File: src/rtl/synth_pkg.sv
// Types and constants shared by the octave-down FSM and the tone divider.
package synth_pkg;

  typedef logic [1:0] octave_t;

  localparam int unsigned OCT_MAX_SHIFT = 3;

  typedef enum logic {TD_IDLE, TD_RUN} tone_state_t;

endpackage

File: src/rtl/octave_tone_divider.sv
// Square-wave tone generator: half-period = note_div << oct_switch clk cycles,
// with pitch/octave latched only at half-period boundaries so changes are glitch-free.
module octave_tone_divider
  import synth_pkg::*;
#(
  parameter int unsigned CNT_W = 18
) (
  input  logic             clk,
  input  logic             nrst,
  input  logic             en,
  input  logic [CNT_W-1:0] note_div,
  input  octave_t          oct_switch,
  output logic             wave_out,
  output logic             edge_tick,
  output logic             active
);

  localparam int unsigned TGT_W = CNT_W + OCT_MAX_SHIFT;

  tone_state_t      state_q, state_d;
  logic [TGT_W-1:0] cnt_q, cnt_d;
  logic [CNT_W-1:0] shd_div_q, shd_div_d;
  octave_t          shd_oct_q, shd_oct_d;
  logic             wave_q, wave_d;
  logic             tick_q, tick_d;
  logic             active_q, active_d;
  logic [TGT_W-1:0] target;

  always_comb begin
    // Zero-extend before shifting so octave 3 (x8) never truncates.
    target    = {{OCT_MAX_SHIFT{1'b0}}, shd_div_q} << shd_oct_q;
    state_d   = state_q;
    cnt_d     = cnt_q;
    shd_div_d = shd_div_q;
    shd_oct_d = shd_oct_q;
    wave_d    = wave_q;
    tick_d    = 1'b0;
    case (state_q)
      TD_IDLE: begin
        wave_d = 1'b0;
        cnt_d  = '0;
        if (en && (note_div != '0)) begin
          state_d   = TD_RUN;
          shd_div_d = note_div;
          shd_oct_d = oct_switch;
        end
      end
      TD_RUN: begin
        if (!en) begin
          // Abort outranks any boundary event on the same edge.
          state_d = TD_IDLE;
          wave_d  = 1'b0;
          cnt_d   = '0;
        end else if (cnt_q == (target - TGT_W'(1))) begin
          cnt_d     = '0;
          tick_d    = 1'b1;
          shd_div_d = note_div;
          shd_oct_d = oct_switch;
          if (note_div == '0) begin
            state_d = TD_IDLE;
            wave_d  = 1'b0;
          end else begin
            wave_d = ~wave_q;
          end
        end else begin
          cnt_d = cnt_q + TGT_W'(1);
        end
      end
      default: state_d = TD_IDLE;
    endcase
    active_d = (state_d == TD_RUN);
  end

  always_ff @(posedge clk or negedge nrst) begin
    if (!nrst) begin
      state_q   <= TD_IDLE;
      cnt_q     <= '0;
      shd_div_q <= '0;
      shd_oct_q <= '0;
      wave_q    <= 1'b0;
      tick_q    <= 1'b0;
      active_q  <= 1'b0;
    end else begin
      state_q   <= state_d;
      cnt_q     <= cnt_d;
      shd_div_q <= shd_div_d;
      shd_oct_q <= shd_oct_d;
      wave_q    <= wave_d;
      tick_q    <= tick_d;
      active_q  <= active_d;
    end
  end

  assign wave_out  = wave_q;
  assign edge_tick = tick_q;
  assign active    = active_q;

endmodule

File: config.mk
export PLATFORM = sky130hd
export DESIGN_NAME = octave_tone_divider
export DESIGN_NICKNAME = d
export VERILOG_FILES = /design/src/rtl/synth_pkg.sv /design/src/rtl/octave_tone_divider.sv
export SDC_FILE = /design/constraint.sdc
export NUM_CORES = 1
export LEC_CHECK = 0
export CAP_MARGIN = 20
export CELL_PAD_IN_SITES_DETAIL_PLACEMENT = 1
export CELL_PAD_IN_SITES_GLOBAL_PLACEMENT = 1
export CORE_MARGIN = 1
export CORE_UTILIZATION = 48
export CTS_BUF_LIST = sky130_fd_sc_hd__clkbuf_4 sky130_fd_sc_hd__clkbuf_8
export DETAILED_ROUTE_END_ITERATION = 16
export HOLD_SLACK_MARGIN = 0.03
export PLACE_DENSITY = 0.9
export SLEW_MARGIN = 10
export SYNTH_ARGS = -nofsm -noshare
export SYNTH_HDL_FRONTEND = slang
export SYNTH_SLANG_ARGS = --single-unit
File: constraint.sdc
create_clock -name clk -period 5.5 [get_ports clk]
set_clock_uncertainty 0.15 [all_clocks]
set_input_delay 0.55 -clock clk [delete_from_list [all_inputs] [get_ports clk]]
set_output_delay 0.55 -clock clk [all_outputs]
set_load 0.01 [all_outputs]
After elaboration in Yosys (flattened, before gate mapping). Index checks and enable logic that the tools add are counted.

Add/subtract/negate cells: 2. Bitwise operators: 2. Reduce and logical (&&, ||, !) cells: 4. Shift-type cells: 1. Mux-type cells: 23. Equal/unequal tests: 5.

Operators with widths (number): $mux 18 (3); $mux 21 (2); $pmux 21 s2 (1); $pmux 18 s2 (1); $add 21x1->21 const B (1); $eq 21x21->1 (1); $shl 18x2->21 (1); $sub 21x1->21 const B (1); $logic_not 18->1 (1); $reduce_bool 18->1 (1); $mux 1 (10); $mux 2 (3); $ne 2x2->1 const B (2); $pmux 1 s2 (2); $pmux 2 s2 (1); $ne 3x2->1 const B (1); $reduce_and 3->1 (1); $ne 2x1->1 const B (1); $not 1->1 (2); $logic_and 1x1->1 (1).

Register bits after elaboration: 44. Output and inout bits: 3.

Depth between registers and ports, before layout. Gate-level depths: netlist of run 1.

Depth after elaboration: 6. Gate-level depth with buffers: 16. Depth with buffers taken out: 11.

Least setup slack after synthesis of run 1. Ideal clock, no wire load.

Path kind: reg2reg. Start: register shd_oct_q[0]. End: register shd_div_q[17]. Buffers on the path: 5. Slack: 0.916 ns. Stages on the path, launching flop included: 17. Data required time: 5.225 ns. Arrival: 4.309 ns. Setup time: 0.125 ns. Path through: dfrtp_1 -> buf_6 -> clkbuf_1 -> buf_1 -> clkbuf_1 -> mux2i_1 -> or2_2 -> ha_1 -> nand4_1 -> or4_1 -> o2bb2ai_1 -> a2111oi_2 -> nand4_1 -> or4_4 -> o32ai_2 -> buf_6 -> mux2_2.

Longest elaborated chain between the ends: 5.

RTL lines: start: declaration (line octave_tone_divider.sv:23) `octave_t shd_oct_q, shd_oct_d;`; start signal: assignment (line octave_tone_divider.sv:87) `shd_oct_q <= shd_oct_d;`; $shl 18x2->21 (line octave_tone_divider.sv:31) `target = {{OCT_MAX_SHIFT{1'b0}}, shd_div_q} << shd_oct_q;`; $sub 21x1->21 (line octave_tone_divider.sv:54) `end else if (cnt_q == (target - TGT_W'(1))) begin`; $eq 21x21->1 (line octave_tone_divider.sv:54); $ne 2x1->1 (no line); $reduce_and 3->1 (no line); end signal: assignment (line octave_tone_divider.sv:86) `shd_div_q <= shd_div_d;`; end: declaration (line octave_tone_divider.sv:22) `logic [CNT_W-1:0] shd_div_q, shd_div_d;`.

Every way passes these cells. A chain may end at the register's enable or synchronous reset.

Final worst setup path of run 1.
Start: register shd_oct_q[0]. End: register shd_div_q[7].

The elaborated chain is that of the path after synthesis.

==> results.sh, run 1 <==
export IMPL_die_height_microns=86.6
export IMPL_fin_crit_sh_pct=86.4
export IMPL_end_kind="register"
export IMPL_max_slew_margin_pct=27.6
export IMPL_final_nets=404
export IMPL_syn_nets=387
export IMPL_finalHoldViolCount=0
export IMPL_cp_required_ps=5540
export IMPL_clock_path_buffers=2
export IMPL_synth_main_ff_cell="dfrtp_1"
export IMPL_p_sw_share_pct=38.9
export IMPL_wire_per_inst_microns=20.7
export IMPL_port_buffers=25
export IMPL_synth_seq_area_share_pct=32.1
export IMPL_maxCapViolCount=0
export IMPL_final_area_sq_mm=0.00386
export IMPL_core_area_sq_mm=0.00687
export IMPL_cp_cell_sequence="mux2i_1, or2_2, ha_1, nand4_1, nor4_1, o2111ai_1, a21oi_1, nand4_1, or4_4, o32ai_2, buf_4, mux2_2"
export IMPL_ys_warn_count=0
export IMPL_cts_tree="done"
export IMPL_initialDrtViolationCount=137
export IMPL_crit_top_cell="nand4_1"
export IMPL_multiInputGateArea_sq_mm=0.00219
export IMPL_crit_buf_inv=1
export IMPL_ys_ff_latch=44
export IMPL_grt_pass1_wl_microns=15400
export IMPL_routabilityCongestion=0.894
export IMPL_synth_top_area_share_pct=32.1
export IMPL_p_comb_share_pct=42.7
export IMPL_gr_total_overflow=0
export IMPL_start_util_pct=50.0
export IMPL_viasPerCell=6.14
export IMPL_insertion_delay_ps=300
export IMPL_holdBufCountCts=0
export IMPL_ios=26
export IMPL_crit_family="simple AND/OR/NAND/NOR gates"
export IMPL_antenna_cells=0
export IMPL_irDropWorstVdd_mv=0.165
export IMPL_cts_made_buffers=5
export IMPL_worstMarginPinSlew_ps=1080
export IMPL_status="finished, final reports clean"
export IMPL_fillers=805
export IMPL_maxClockFrequency_mhz=210
export IMPL_syn2layout_area_growth_pct=12.5
export IMPL_syn_inst=362
export IMPL_reg2reg_to="shd_div_q[7]$_DFFE_PN0P_"
export IMPL_grt_usage_pct=27.1
export IMPL_synth_commonest_cells="dfrtp_1 (44), nor2_1 (41), mux2_2 (27)"
export IMPL_p_seq_share_pct=35.7
export IMPL_critPathMaxStageDelay_ps=850
export IMPL_cts_root_buf="clkbuf_8"
export IMPL_wl_microns=9830
export IMPL_intPower_mw=0.727
export IMPL_die_area_sq_mm=0.00749
export IMPL_leakage_nw=1.52
export IMPL_yosysMostFrequentCell="dfrtp_1"
export IMPL_placed_area_sq_mm=0.00372
export IMPL_rows=30
export IMPL_ys_types=58
export IMPL_die_w_microns=86.6
export IMPL_dr_total_vias=2923
export IMPL_synth_simple_gate_area_share_pct=20.0
export IMPL_finalSetupViolCount=0
export IMPL_r2r_cells=12
export IMPL_synth_edff_count=0
export IMPL_rsz0062_at_grt="false"
export IMPL_tns_ps=0
export IMPL_synthTopCellsByArea="dfrtp_1 (32%), mux2_2 (8.9%), xnor2_1 (5.6%), xor2_1 (5.6%), mux2i_1 (5.5%)"
export IMPL_finalCriticalPeriod_ps=4750
export IMPL_crit_arrival_ps=4800
export IMPL_powerDensity_mw_per_mm2=308
export IMPL_synth_top_family_by_area="simple AND/OR/NAND/NOR gates"
export IMPL_fin_ws_ps=746
export IMPL_start_kind="register"
export IMPL_hold_path_class="input port to asynchronous set/reset pin"
export IMPL_ant_nets=0
export IMPL_critPathSlowestCell="dfrtp_1"
export IMPL_cp_max_fo=23
export IMPL_clock_sinks=44
export IMPL_drive_gt1_share_pct=15.3
export IMPL_synth_xor_area_share_pct=11.9
export IMPL_post_cts_buffers=0
export IMPL_pwr_share_clk_pct=21.6
export IMPL_synth_compound_area_share_pct=12.0
export IMPL_synth_fa_ha_area_share_pct=0.729
export IMPL_finalMaxSlewViolations=0
export IMPL_power_switching_mw=0.464
export IMPL_synth_top_area_cell="dfrtp_1"
export IMPL_grt_pass1_vias=3059
export IMPL_layout_cells_non_filler=476
export IMPL_antenna_found_initial=0
export IMPL_syn_area_sq_mm=0.00343
export IMPL_grt_max_degree=45
export IMPL_regToRegStartpoint="shd_oct_q[0]$_DFFE_PN0P_"
export IMPL_place_ws_ps=959
export IMPL_synthMuxAreaShare_pct=19.3
export IMPL_hold_slack_ps=67.2
export IMPL_r2r_setup_slack_ps=750
export IMPL_cts_htree_levels=2
export IMPL_placed_cells_incl_taps=467
export IMPL_critPathKind="register to register"
export IMPL_synthArstFlopShare_pct=100
export IMPL_ctsResizeCount=0
export IMPL_drc_errors=0
export IMPL_clkSlewWorstSetupHoldPaths_ps=90
export IMPL_hpwl_microns=6840
export IMPL_synth_area_per_cell_sq_um=9.48
export IMPL_regArea_sq_mm=0.00110
export IMPL_dr_pass1_iters=4
[power by group through the flow]
stage	clock, mW	combinational, mW	sequential (mW)
6_report	0.258	0.509	0.425
2_1_floorplan	0	0.402	0.387
4_1_cts	0.262	0.496	0.423
5_1_grt	0.277	0.546	0.433
3_5_place_dp	0	0.486	0.428
3_3_place_gp	0	0.460	0.426
[layout make-up]
class / count / share of cell area, %
Clock inverter: 2 / 0.907
Clock buffer: 6 / 1.98
Multi-Input combinational cell: 290 / 56.8
Inverter: 7 / 0.680
Tap cell: 96 / 3.11
Sequential cell: 44 / 28.5
Timing Repair Buffer: 31 / 8.03
[per-layer routing]
layer | routed length, microns | GRT usage [%]
met2 | 5260 | 48.8
met1 | 4050 | 32.8
met5 | 0 | 0
met4 | 179 | 9.39
met3 | 341 | 4.10
[metrics by stage]
step                power [mW]  utilization (%)
floorplan                0.789                -
global placement         0.886             54.2
detailed placement       0.914             54.2
CTS                       1.18             55.8
global route              1.26             56.2
finish                    1.19             56.2
[registers in the layout, indices dropped and copies added (netlist names)]
| name | flops |
|---|---|
| edge_tick | 1 |
| wave_out | 1 |
| cnt_q | 21 |
| shd_oct_q | 2 |
| shd_div_q | 18 |
| active | 1 |
[worst register-to-register path: cells and delay by family (launching register included)]
family                     cells  cell delay, ps
AOI/OAI and AO/OA              3             620
adders and majority gates      1             270
buffers and inverters          1             320
DFF                            1             850
muxes                          2             650
and+or+nand+nor                5            1800
[kinds of logic (layout without fill, tap and decap cells)]
family	count (synthesis)	count (layout)
and+or+nand+nor	134	134
muxes	56	56
AOI/OAI and AO/OA	53	53
xor gates and xnor gates	45	45
DFF	44	44
buffers and inverters	28	46
adders and majority gates	2	2
[placed cells by master (no fill, tap or decap), types with 4 or more instances in the layout]
cell	count
dfrtp_1	44
nor2_1	41
mux2_2	27
nand2_1	25
clkdlybuf4s50_1	24
xor2_1	22
xnor2_1	22
mux2i_1	19
o21ai_0	11
nor4_1	10
nand4_1	10
nand3_1	10
a21oi_1	9
inv_1	7
mux4_2	5
and2_1	5
mux2_1	5
clkbuf_8	5
buf_4	5
or2_2	4
or3_1	4
nand2b_1	4
a211o_1	4
[worst max-delay path by stage]
stage / from / endpoint / cells past startpoint
after floorplan: shd_oct_q[0]$_DFFE_PN0P_ / shd_div_q[17]$_DFFE_PN0P_ / 16
after CTS: shd_oct_q[0]$_DFFE_PN0P_ / shd_div_q[1]$_DFFE_PN0P_ / 10
final: shd_oct_q[0]$_DFFE_PN0P_ / shd_div_q[7]$_DFFE_PN0P_ / 12
after global placement: shd_oct_q[0]$_DFFE_PN0P_ / shd_div_q[2]$_DFFE_PN0P_ / 10
after detailed placement: shd_oct_q[0]$_DFFE_PN0P_ / shd_div_q[1]$_DFFE_PN0P_ / 12
after global routing: shd_oct_q[0]$_DFFE_PN0P_ / shd_div_q[7]$_DFFE_PN0P_ / 12
(Power assumes the default switching activity.)
==> run 2: changes to the inputs <==
--- a/config.mk
+++ b/config.mk
@@ -8,12 +8,12 @@
 export CAP_MARGIN = 20
 export CELL_PAD_IN_SITES_DETAIL_PLACEMENT = 1
 export CELL_PAD_IN_SITES_GLOBAL_PLACEMENT = 1
-export CORE_MARGIN = 1
 export CORE_UTILIZATION = 48
 export CTS_BUF_LIST = sky130_fd_sc_hd__clkbuf_4 sky130_fd_sc_hd__clkbuf_8
 export DETAILED_ROUTE_END_ITERATION = 16
 export HOLD_SLACK_MARGIN = 0.03
 export PLACE_DENSITY = 0.9
+export RECOVER_POWER = 50
 export SLEW_MARGIN = 10
 export SYNTH_ARGS = -nofsm -noshare
 export SYNTH_HDL_FRONTEND = slang
==> run 2 against run 1 <==
Global-route usage unchanged. Combinational power hardly changed. Count of clock-buffer cells in the layout is the same. Non-clock buffer count did not move. Cell area is 0.65% lower. Fmax grew 0.32%. Critical path type unchanged.
==> results.sh, run 2 (synthesis results as in run 1) <==
export IMPL_largest_reg_flops=21
export IMPL_finalSetupViolCount=0
export IMPL_cp_cell_sequence="mux4_2, a2111o_1, nor4b_1, xnor2_1, a21oi_1, nand4_1, or4_4, o32ai_2, buf_4, mux2_2"
export IMPL_final_nets=404
export IMPL_antenna_cells=0
export IMPL_finalCriticalPeriod_ps=4740
export IMPL_intPower_mw=0.725
export IMPL_port_buffers=25
export IMPL_clock_path_buffers=2
export IMPL_ant_nets=0
export IMPL_powerDensity_mw_per_mm2=310
export IMPL_drive_gt1_share_pct=14.7
export IMPL_routabilityCongestion=0.894
export IMPL_viasPerCell=6.17
export IMPL_insertion_delay_ps=300
export IMPL_die_w_microns=86.6
export IMPL_grt_pass1_wl_microns=15400
export IMPL_clkSlewWorstSetupHoldPaths_ps=90
export IMPL_tns_ps=0
export IMPL_holdBufCountCts=0
export IMPL_maxCapViolCount=0
export IMPL_wl_microns=9820
export IMPL_syn2layout_area_growth_pct=11.8
export IMPL_die_area_sq_mm=0.00749
export IMPL_top_regs="cnt_q x21, shd_div_q x18, shd_oct_q x2"
export IMPL_rows=30
export IMPL_initialDrtViolationCount=140
export IMPL_crit_buf_inv=1
export IMPL_critPathSlowestCell="dfrtp_1"
export IMPL_final_cell_mix="dfrtp_1 (44), nor2_1 (41), mux2_2 (27), nand2_1 (25), clkdlybuf4s50_1 (23)"
export IMPL_start_util_pct=50.0
export IMPL_drc_errors=0
export IMPL_grt_usage_pct=27.1
export IMPL_ctsResizeCount=0
export IMPL_status="finished, final reports clean"
export IMPL_cts_made_buffers=5
export IMPL_crit_arrival_ps=4780
export IMPL_hold_slack_ps=308
export IMPL_die_height_microns=86.6
export IMPL_wire_per_inst_microns=20.6
export IMPL_critPathMaxStageDelay_ps=850
export IMPL_end_kind="register"
export IMPL_cts_htree_levels=2
export IMPL_clock_sinks=44
export IMPL_leakage_nw=1.51
export IMPL_final_util_pct=55.9
export IMPL_total_power_mw=1.19
export IMPL_largest_register="cnt_q"
export IMPL_start_kind="register"
export IMPL_worstMarginPinSlew_ps=1350
export IMPL_grt_max_degree=45
export IMPL_cp_required_ps=5540
export IMPL_reg2reg_to="shd_div_q[7]$_DFFE_PN0P_"
export IMPL_fin_crit_sh_pct=86.2
export IMPL_dr_total_vias=2936
export IMPL_r2r_cells=10
export IMPL_hpwl_microns=6840
export IMPL_rsz0062_at_grt="false"
export IMPL_power_switching_mw=0.464
export IMPL_cp_max_fo=23
export IMPL_hold_path_class="input port to asynchronous set/reset pin"
export IMPL_critPathKind="register to register"
export IMPL_gr_total_overflow=0
export IMPL_antenna_found_initial=0
export IMPL_p_comb_share_pct=42.6
export IMPL_core_area_sq_mm=0.00687
export IMPL_ios=26
export IMPL_p_seq_share_pct=35.7
export IMPL_finalHoldViolCount=0
export IMPL_grt_pass1_vias=3059
export IMPL_finalMaxSlewViolations=0
export IMPL_layout_commonest_cell="dfrtp_1"
export IMPL_crit_family="simple AND/OR/NAND/NOR gates"
export IMPL_p_sw_share_pct=39.0
export IMPL_maxClockFrequency_mhz=211
export IMPL_r2r_setup_slack_ps=760
export IMPL_post_cts_buffers=0
export IMPL_cts_root_buf="clkbuf_8"
export IMPL_max_slew_margin_pct=9.69
export IMPL_dr_pass1_iters=4
export IMPL_pwr_share_clk_pct=21.7
export IMPL_cts_tree="done"
export IMPL_irDropWorstVdd_mv=0.166
export IMPL_regToRegStartpoint="shd_oct_q[0]$_DFFE_PN0P_"
==> run 2: cell types whose count changed in the layout (fill, tap and decap cells not counted) <==
cell / previous run / this run
dlygate4sd3_1: 0 / 1
buf_2: 1 / 0
clkdlybuf4s50_1: 24 / 23
clkbuf_1: 0 / 2
buf_16: 1 / 0
==> run 2: cell type report <==
| type | count | area, sq um |
|---|---|---|
| well taps | 96 | 120 |
| fillers | 807 | 3030 |
| clock buffers | 6 | 76.3 |
| clock inverters | 2 | 35.0 |
| multi-input cells | 290 | 2190 |
| repair buffers | 31 | 285 |
| flip-flops and latches | 44 | 1100 |
| inverters | 7 | 26.3 |
==> run 2: through the flow <==
step | instances | worst slack (ps) | instance area (sq um)
3_5_place_dp | 467 | 959 | 3720
5_1_grt | 476 | 373 | 3840
3_3_place_gp | 467 | 1110 | 3720
4_1_cts | 475 | 810 | 3830
2_1_floorplan | 362 | 916 | 3430
6_report | 476 | 761 | 3840
==> run 2: worst max path at each step <==
stage               cells after the start                      from                        end
floorplan                              16  shd_oct_q[0]$_DFFE_PN0P_  shd_div_q[17]$_DFFE_PN0P_
global placement                       10  shd_oct_q[0]$_DFFE_PN0P_   shd_div_q[2]$_DFFE_PN0P_
detailed placement                     12  shd_oct_q[0]$_DFFE_PN0P_   shd_div_q[1]$_DFFE_PN0P_
CTS                                    10  shd_oct_q[0]$_DFFE_PN0P_   shd_div_q[1]$_DFFE_PN0P_
global route                           12  shd_oct_q[0]$_DFFE_PN0P_   shd_div_q[7]$_DFFE_PN0P_
finish                                 10  shd_oct_q[0]$_DFFE_PN0P_   shd_div_q[7]$_DFFE_PN0P_
==> run 2: power groups by stage <==
stage	clock network, mW	registers (mW)	logic (mW)
finish	0.258	0.424	0.507
global route	0.277	0.433	0.544
CTS	0.262	0.423	0.496
detailed placement	0	0.428	0.486
global placement	0	0.426	0.460
floorplan	0	0.387	0.402
==> run 2: worst register-to-register path, stage by stage, from the launching register on <==
cell and delay [ps]:
dfrtp_1 850, mux4_2 670, a2111o_1 520, nor4b_1 610, xnor2_1 130, a21oi_1 190
nand4_1 140, or4_4 540, o32ai_2 110, buf_4 320, mux2_2 390
==> run 2: metal layers <==
layer,GRT usage [%],vias up,wire length (microns)
met5,0,-,0
met4,9.39,0,179
met3,4.10,21,378
met2,48.8,64,5270
met1,32.8,1507,4000
li1,-,1344,-
